==> src/rtl/ones_pattern_generator_if.sv <==
// ones_pattern_generator_if: request/handshake bundle between the pattern generator and its consumer
interface ones_pattern_generator_if #(
    parameter int WIDTH = 3
);
    localparam int CW = $clog2(WIDTH + 1);
    logic          start;
    logic [CW-1:0] target;
    logic          ready;
    logic [WIDTH-1:0] word;
    logic          valid;
    logic          busy;
    logic          done;
    modport master (input start, target, ready, output word, valid, busy, done);
    modport slave  (output start, target, ready, input word, valid, busy, done);
endinterface

==> src/rtl/ones_pattern_generator.sv <==
// ones_pattern_generator: enumerates, in ascending order, every WIDTH-bit word with a requested popcount
module ones_pattern_generator #(
    parameter int WIDTH = 3
) (
    input logic                     clk,
    input logic                     rst,
    ones_pattern_generator_if.master bus
);
    localparam int CW = $clog2(WIDTH + 1);
    typedef enum logic [1:0] {IDLE, SCAN, EMIT, DONE} state_t;
    state_t           state, state_nx;
    logic [WIDTH-1:0] cand, cand_nx, word_q, word_nx;
    logic [CW-1:0]    tgt, tgt_nx, ones;
    logic             match, last;
    // population count of the current candidate, sized to the target field
    always_comb begin
        ones = '0;
        for (int i = 0; i < WIDTH; i++) ones = ones + CW'(cand[i]);
    end
    assign match = ones == tgt;
    assign last  = &cand;
    // state and datapath registers; reset clears everything immediately
    always_ff @(posedge clk or posedge rst) begin
        if (rst) begin
            state  <= IDLE;
            cand   <= '0;
            tgt    <= '0;
            word_q <= '0;
        end else begin
            state  <= state_nx;
            cand   <= cand_nx;
            tgt    <= tgt_nx;
            word_q <= word_nx;
        end
    end
    // next-state: scan one candidate per cycle, stop on the all-ones word so cand never wraps
    always_comb begin
        state_nx = state;
        cand_nx  = cand;
        tgt_nx   = tgt;
        word_nx  = word_q;
        case (state)
            IDLE: if (bus.start) begin
                tgt_nx   = bus.target;
                cand_nx  = '0;
                state_nx = SCAN;
            end
            SCAN: if (match) begin
                word_nx  = cand;
                state_nx = EMIT;
            end else if (last) begin
                state_nx = DONE;
            end else begin
                cand_nx  = cand + 1'b1;
            end
            EMIT: if (bus.ready) begin
                state_nx = last ? DONE : SCAN;
                cand_nx  = last ? cand : cand + 1'b1;
            end
            default: state_nx = IDLE;
        endcase
    end
    assign bus.word  = word_q;
    assign bus.valid = state == EMIT;
    assign bus.busy  = state != IDLE;
    assign bus.done  = state == DONE;
endmodule

==> src/flat_wrapper.sv <==
// flat-port wrapper written by rule: the top's interface ports become plain ports
module ones_pattern_generator_flat 
#(
    parameter int WIDTH = 3
)
  (clk, rst, bus_start, bus_target, bus_ready, bus_word, bus_valid, bus_busy, bus_done);
  ones_pattern_generator_if #(.WIDTH(WIDTH)) bus_i ();
  input logic clk;
  input logic rst;
  input wire logic [$bits(bus_i.start)-1:0] bus_start;
  input wire logic [$bits(bus_i.target)-1:0] bus_target;
  input wire logic [$bits(bus_i.ready)-1:0] bus_ready;
  output wire logic [$bits(bus_i.word)-1:0] bus_word;
  output wire logic [$bits(bus_i.valid)-1:0] bus_valid;
  output wire logic [$bits(bus_i.busy)-1:0] bus_busy;
  output wire logic [$bits(bus_i.done)-1:0] bus_done;
  assign bus_i.start = bus_start;
  assign bus_i.target = bus_target;
  assign bus_i.ready = bus_ready;
  assign bus_word = bus_i.word;
  assign bus_valid = bus_i.valid;
  assign bus_busy = bus_i.busy;
  assign bus_done = bus_i.done;
  ones_pattern_generator #(.WIDTH(WIDTH)) u_core (.clk(clk), .rst(rst), .bus(bus_i));
endmodule
==> config.mk <==
export PLATFORM = sky130hd
export DESIGN_NAME = ones_pattern_generator_flat
export DESIGN_NICKNAME = d
export VERILOG_FILES = /design/src/rtl/ones_pattern_generator_if.sv /design/src/rtl/ones_pattern_generator.sv /design/src/flat_wrapper.sv
export SDC_FILE = /design/constraint.sdc
export NUM_CORES = 1
export LEC_CHECK = 0
export ABC_AREA = 0
export BUFFER_PORTS_ARGS = -buffer_cell sky130_fd_sc_hd__buf_4
export CAP_MARGIN = 20
export CORE_AREA = 3 3 44 46
export CTS_CLUSTER_DIAMETER = 200
export DETAILED_ROUTE_END_ITERATION = 8
export DIE_AREA = 0 0 47 49
export PLACE_DENSITY = 0.62
export RECOVER_POWER = 100
export SYNTH_ARGS = -nofsm -noshare
export SYNTH_HDL_FRONTEND = slang
export SYNTH_SLANG_ARGS = --single-unit
==> constraint.sdc <==
create_clock -name clk -period 2 [get_ports clk]
set_input_delay 0.5 -clock clk [delete_from_list [all_inputs] [get_ports clk]]
set_output_delay 0.5 -clock clk [all_outputs]
set_load 0.01 [all_outputs]
# Word-level counts from Yosys, hierarchy flattened
# Index checks and enable logic that the tools add are counted.
# word_totals
out_inout_bits	6
input_bits	6
register_bits	10
# classes
eq_ne	8
add_sub_neg	3
reduce_logical	8
mux	11
# op_table
operator	n
2-to-1 mux 3 bit	4
2-to-1 mux 2 bit	5
one-hot mux 3 bit (3 select lines)	1
!= test 2 bit, second input constant	3
one-hot mux 2 bit (3 select lines)	1
AND reduction 3 bit	2
== test 2 bit, second input constant	2
AND reduction 2 bit	2
AND reduction 4 bit	1
adder 3 x 1 -> 3 bit, second input constant	1
!= test 3 x 1 -> 1 bit, second input constant	1
nonzero test 3 bit	1
adder 1 x 1 -> 2 bit	1
adder 2 x 1 -> 2 bit	1
== test 2 x 1 -> 1 bit, second input constant	1
== test 2 bit	1
logical NOT 2 bit	1
nonzero test 2 bit	1

# Depth between registers and ports, before layout
# depth
depth_word	5
mapped_depth	6

# Worst setup path after synthesis
# Ideal clock, no wire load.
# synth_path
path_type	register to register
start	register u_core.cand[0]
end	register u_core.state[0]
path_buffers	0
setup_time_ps	122
setup_slack_ps	81
arrival_ps	1798
stages_incl_launch_ff	7
cell_sequence	dfrtp_1 > inv_1 > fa_1 > xor2_1 > a21oi_1 > or3_1 > a32o_1
# synth_via
elab_chain_cells	5
elab_cells_between_ends	8
# synth_rtl
element	line_no	text
from (decl)	ones_pattern_generator.sv:12	logic [WIDTH-1:0] cand, cand_nx, word_q, word_nx;
from (signal assigned)	ones_pattern_generator.sv:31	cand <= cand_nx;
adder 1 x 1 -> 2 bit	ones_pattern_generator.sv:18	for (int i = 0; i < WIDTH; i++) ones = ones + CW'(cand[i]);
adder 2 x 1 -> 2 bit	ones_pattern_generator.sv:18	
== test 2 bit	ones_pattern_generator.sv:20	assign match = ones == tgt;
!= test 3 x 1 -> 1 bit (no line) / 2-to-1 mux 2 bit (equally long branches)	-	
AND reduction 3 bit (no line) / one-hot mux 2 bit (3 select lines) (equally long branches)	-	
to (signal assigned)	ones_pattern_generator.sv:30	state <= state_nx;
to (decl)	ones_pattern_generator.sv:11	state_t state, state_nx;
# Parallel ways exist; a longest one is shown, timed or not.
# A chain may end at the register's enable or synchronous reset.

# Worst setup path after layout
# layout_path
start	register u_core.cand[2]
end	register u_core.cand[0]
# layout_via
elab_chain_cells	4
elab_cells_between_ends	9
# layout_rtl
element	line_no
adder 2 x 1 -> 2 bit / AND reduction 3 bit (equally long branches)	ones_pattern_generator.sv:18, ones_pattern_generator.sv:21
== test 2 bit / 2-to-1 mux 3 bit (equally long branches)	-
!= test 2 bit (no line), or another cell as far along	-
AND reduction 4 bit (no line) / one-hot mux 3 bit (3 select lines) (equally long branches)	-
# Parallel ways exist; a longest one is shown, timed or not. The select of a mux whose other input is x is not followed.

==> impl_metrics.json <==
{
  "critical-path-top-delay-family": "adder cells",
  "die_y_microns": 49,
  "multiInputGateArea_sq_um": 362.8,
  "period_share": 0.9884,
  "cts_root_buf": "clkbuf_4",
  "ys_types": 24,
  "drive_above_1_share": 0.4103,
  "yosysWarnings": 0,
  "vias": 497,
  "instances_no_fill": 94,
  "ant_nets": 0,
  "clk_latency_ps": 270,
  "num_antenna_cells": 0,
  "final-hold-violation-count": 0,
  "synth_top_family_by_area": "adder cells",
  "clkTransAtPathRegs_ps": 80,
  "synth_top_cells_by_area": "dfrtp_1 42%, ha_1 12%, inv_1 6.2%",
  "core_area_sq_um": 1541,
  "grt_setup_unrepaired": "true",
  "syn_area_sq_um": 601.8,
  "first_global_vias": 478,
  "fin_crit_ps": 1977,
  "startpoint_type": "flip-flop",
  "synth_top_area_cell": "dfrtp_1",
  "synth_nets": 68,
  "cpMaxStageDelayCell": "fa_1",
  "clockBufferDepth": 2,
  "fmax_mhz": 505.9,
  "die_area_sq_um": 2303,
  "critPathArrivalTime_ps": 2120,
  "start_util": 0.3904,
  "layout_common_cells": "13 x buf_4, 10 x dfrtp_1, 8 x inv_1",
  "peakVddDrop_mv": 0.8268,
  "fp.dieW_microns": 47,
  "routed_wl_microns": 1299,
  "htreeDepth": 1,
  "fill_cells": 141,
  "cts_tree": "built",
  "fin_util": 0.5373,
  "setup_tns_ps": 0,
  "crit_chain": "inv_2 > fa_1 > xor2_2 > buf_4 > nand3_4 > and4b_4 > mux2_4",
  "io-pin-count": 12,
  "synth_adder_area_share": 0.1580,
  "via_per_inst": 5.287,
  "post-dp-hpwl_microns": 907,
  "max_stage_delay_ps": 570,
  "crit_fanout": 3,
  "p_total_w": 0.001461,
  "wire_per_inst_microns": 13.82,
  "antenna_found_initial": 0,
  "synth_mux_area_frac": 0.06237,
  "final_max_slew_viol_count": 0,
  "synth-xor-area-share": 0.04158,
  "place.port_buffers": 11,
  "final_nets": 93,
  "max_cap_violations": 0,
  "placed_cells": 84,
  "critPathKind": "reg2reg",
  "maxSlewHeadroom": 0.7508,
  "grt_max_degree": 11,
  "cp-end-kind": "flip-flop",
  "drt-initial-drc-count": 12,
  "clock-sinks": 10,
  "ys_ff_latch": 10,
  "synth_cells": 55,
  "leakagePower_nw": 0.4017,
  "overflow": 0,
  "dr.pass1.iters": 4,
  "powerDensity_nw_per_um2": 1763,
  "outcome": "complete, no violations",
  "drcViolationCount": 0,
  "synth-compound-area-share": 0.1497,
  "ys_seq_area_frac": 0.4158,
  "worstPathRequired_ps": 2150,
  "fin_skew_ps": 13.28,
  "numCtsBuffers": 3,
  "grtUsageTotal": 0.1218,
  "synth_top_cell_area_share": 0.4158,
  "hold_path.class": "in2async",
  "setup-violations-final": 0,
  "synth_simple_gate_area_frac": 0.1102,
  "placementRows": 14,
  "area_growth_syn_to_layout_pct": 37.63,
  "final_common_cell": "buf_4",
  "path_buf_inv": 2,
  "gp_congestion": 0.7935,
  "grt_first_pass_wirelength_microns": 2035,
  "cts_hold_buf": 0,
  "register_area_sq_um": 250.2,
  "worstMarginPinSlew_ps": 373.5,
  "synth.avg_cell_area_sq_um": 10.94
}
[cells in the mapped netlist, drive strengths merged]
| cell type | count |
|---|---|
| a211o | 1 |
| a21oi | 1 |
| a22o | 2 |
| a31oi | 1 |
| a32o | 1 |
| and3 | 1 |
| and4b | 1 |
| dfrtp | 10 |
| fa | 1 |
| ha | 6 |
| inv | 10 |
| mux2 | 3 |
| nand2 | 5 |
| nand2b | 1 |
| nand3 | 2 |
| o21ai | 3 |
| o221a | 1 |
| o22ai | 1 |
| o2bb2ai | 1 |
| or3 | 1 |
| xor2 | 2 |
[routing by layer]
layer	vias up	global-route usage	part of all wire
met4	0	0.08295	0.024
met5	-	0	0
li1	238	-	-
met1	242	0.1481	0.43
met3	4	0.02214	0.040
met2	13	0.1855	0.50
[final timing paths]
path                                                      from                        endpoint  slack [ps]  depth (start not counted)
worst min-delay path                                       rst  u_core.bus.word[2]$_DFFE_PP0P_         190                          2
max in group asynchronous                                  rst  u_core.bus.word[0]$_DFFE_PP0P_        1520                          2
min in group clk                                 bus_target[0]       u_core.tgt[0]$_DFFE_PP0P_         450                          2
worst max register to register      u_core.cand[2]$_DFFE_PP0P_      u_core.cand[0]$_DFFE_PP0P_          20                          7
worst min register to register  u_core.bus.word[1]$_DFFE_PP0P_  u_core.bus.word[1]$_DFFE_PP0P_         470                          2
worst max-delay path                u_core.cand[2]$_DFFE_PP0P_      u_core.cand[0]$_DFFE_PP0P_          20                          7
[report_power, final]
group          switching, W  internal, W
combinational      0.000461     0.000499
sequential        0.0000727     0.000284
clock             0.0000743    0.0000696
total              0.000608     0.000853
[flip-flops by register name, summed over array words and instances (netlist names)]
register         flops
u_core.bus.word      3
u_core.cand          3
u_core.state         2
u_core.tgt           2
[worst reg2reg max path, stage by stage (launching register included)]
cell and delay, ps:
dfrtp_1 380, inv_2 60, fa_1 570, xor2_2 160
buf_4 160, nand3_4 70, and4b_4 200, mux2_4 260
[logic make-up (layout without fill, tap and decap cells)]
kind of cell / after synthesis / count (layout)
multiplexers: 3 / 3
adder cells (fa/ha/maj): 7 / 7
flip-flops: 10 / 10
buffers and inverters: 10 / 33
AO/OA/AOI/OAI: 12 / 12
XOR/XNOR: 2 / 2
AND/OR/NAND/NOR: 11 / 11
[layout make-up]
class / count / area share
clock buffer: 3 / 0.02719
inverter: 10 / 0.04532
multi-input combinational: 35 / 0.4381
sequential: 10 / 0.3021
tap: 16 / 0.02417
timing repair buffer: 20 / 0.1631
[what timing repair did]
item | 4_1_cts | 5_1_grt
gates resized for setup | 1 | 9
pin swaps | 0 | 8
buffers inserted | 0 | 7
endpoints found under the setup margin | 1 | 4
[per-stage QoR]
step | area (sq um) | hold slack, ps | setup WS (ps)
after CTS | 749.5 | 216.3 | 39.15
after detailed placement | 719.4 | 469.6 | 9.185
after floorplan | 601.8 | 340.2 | 80.88
after global routing | 828.3 | 238.9 | -58.63
after global placement | 719.4 | 461.9 | 53.30
final | 828.3 | 193.5 | 23.26
(Power assumes the default switching activity.)
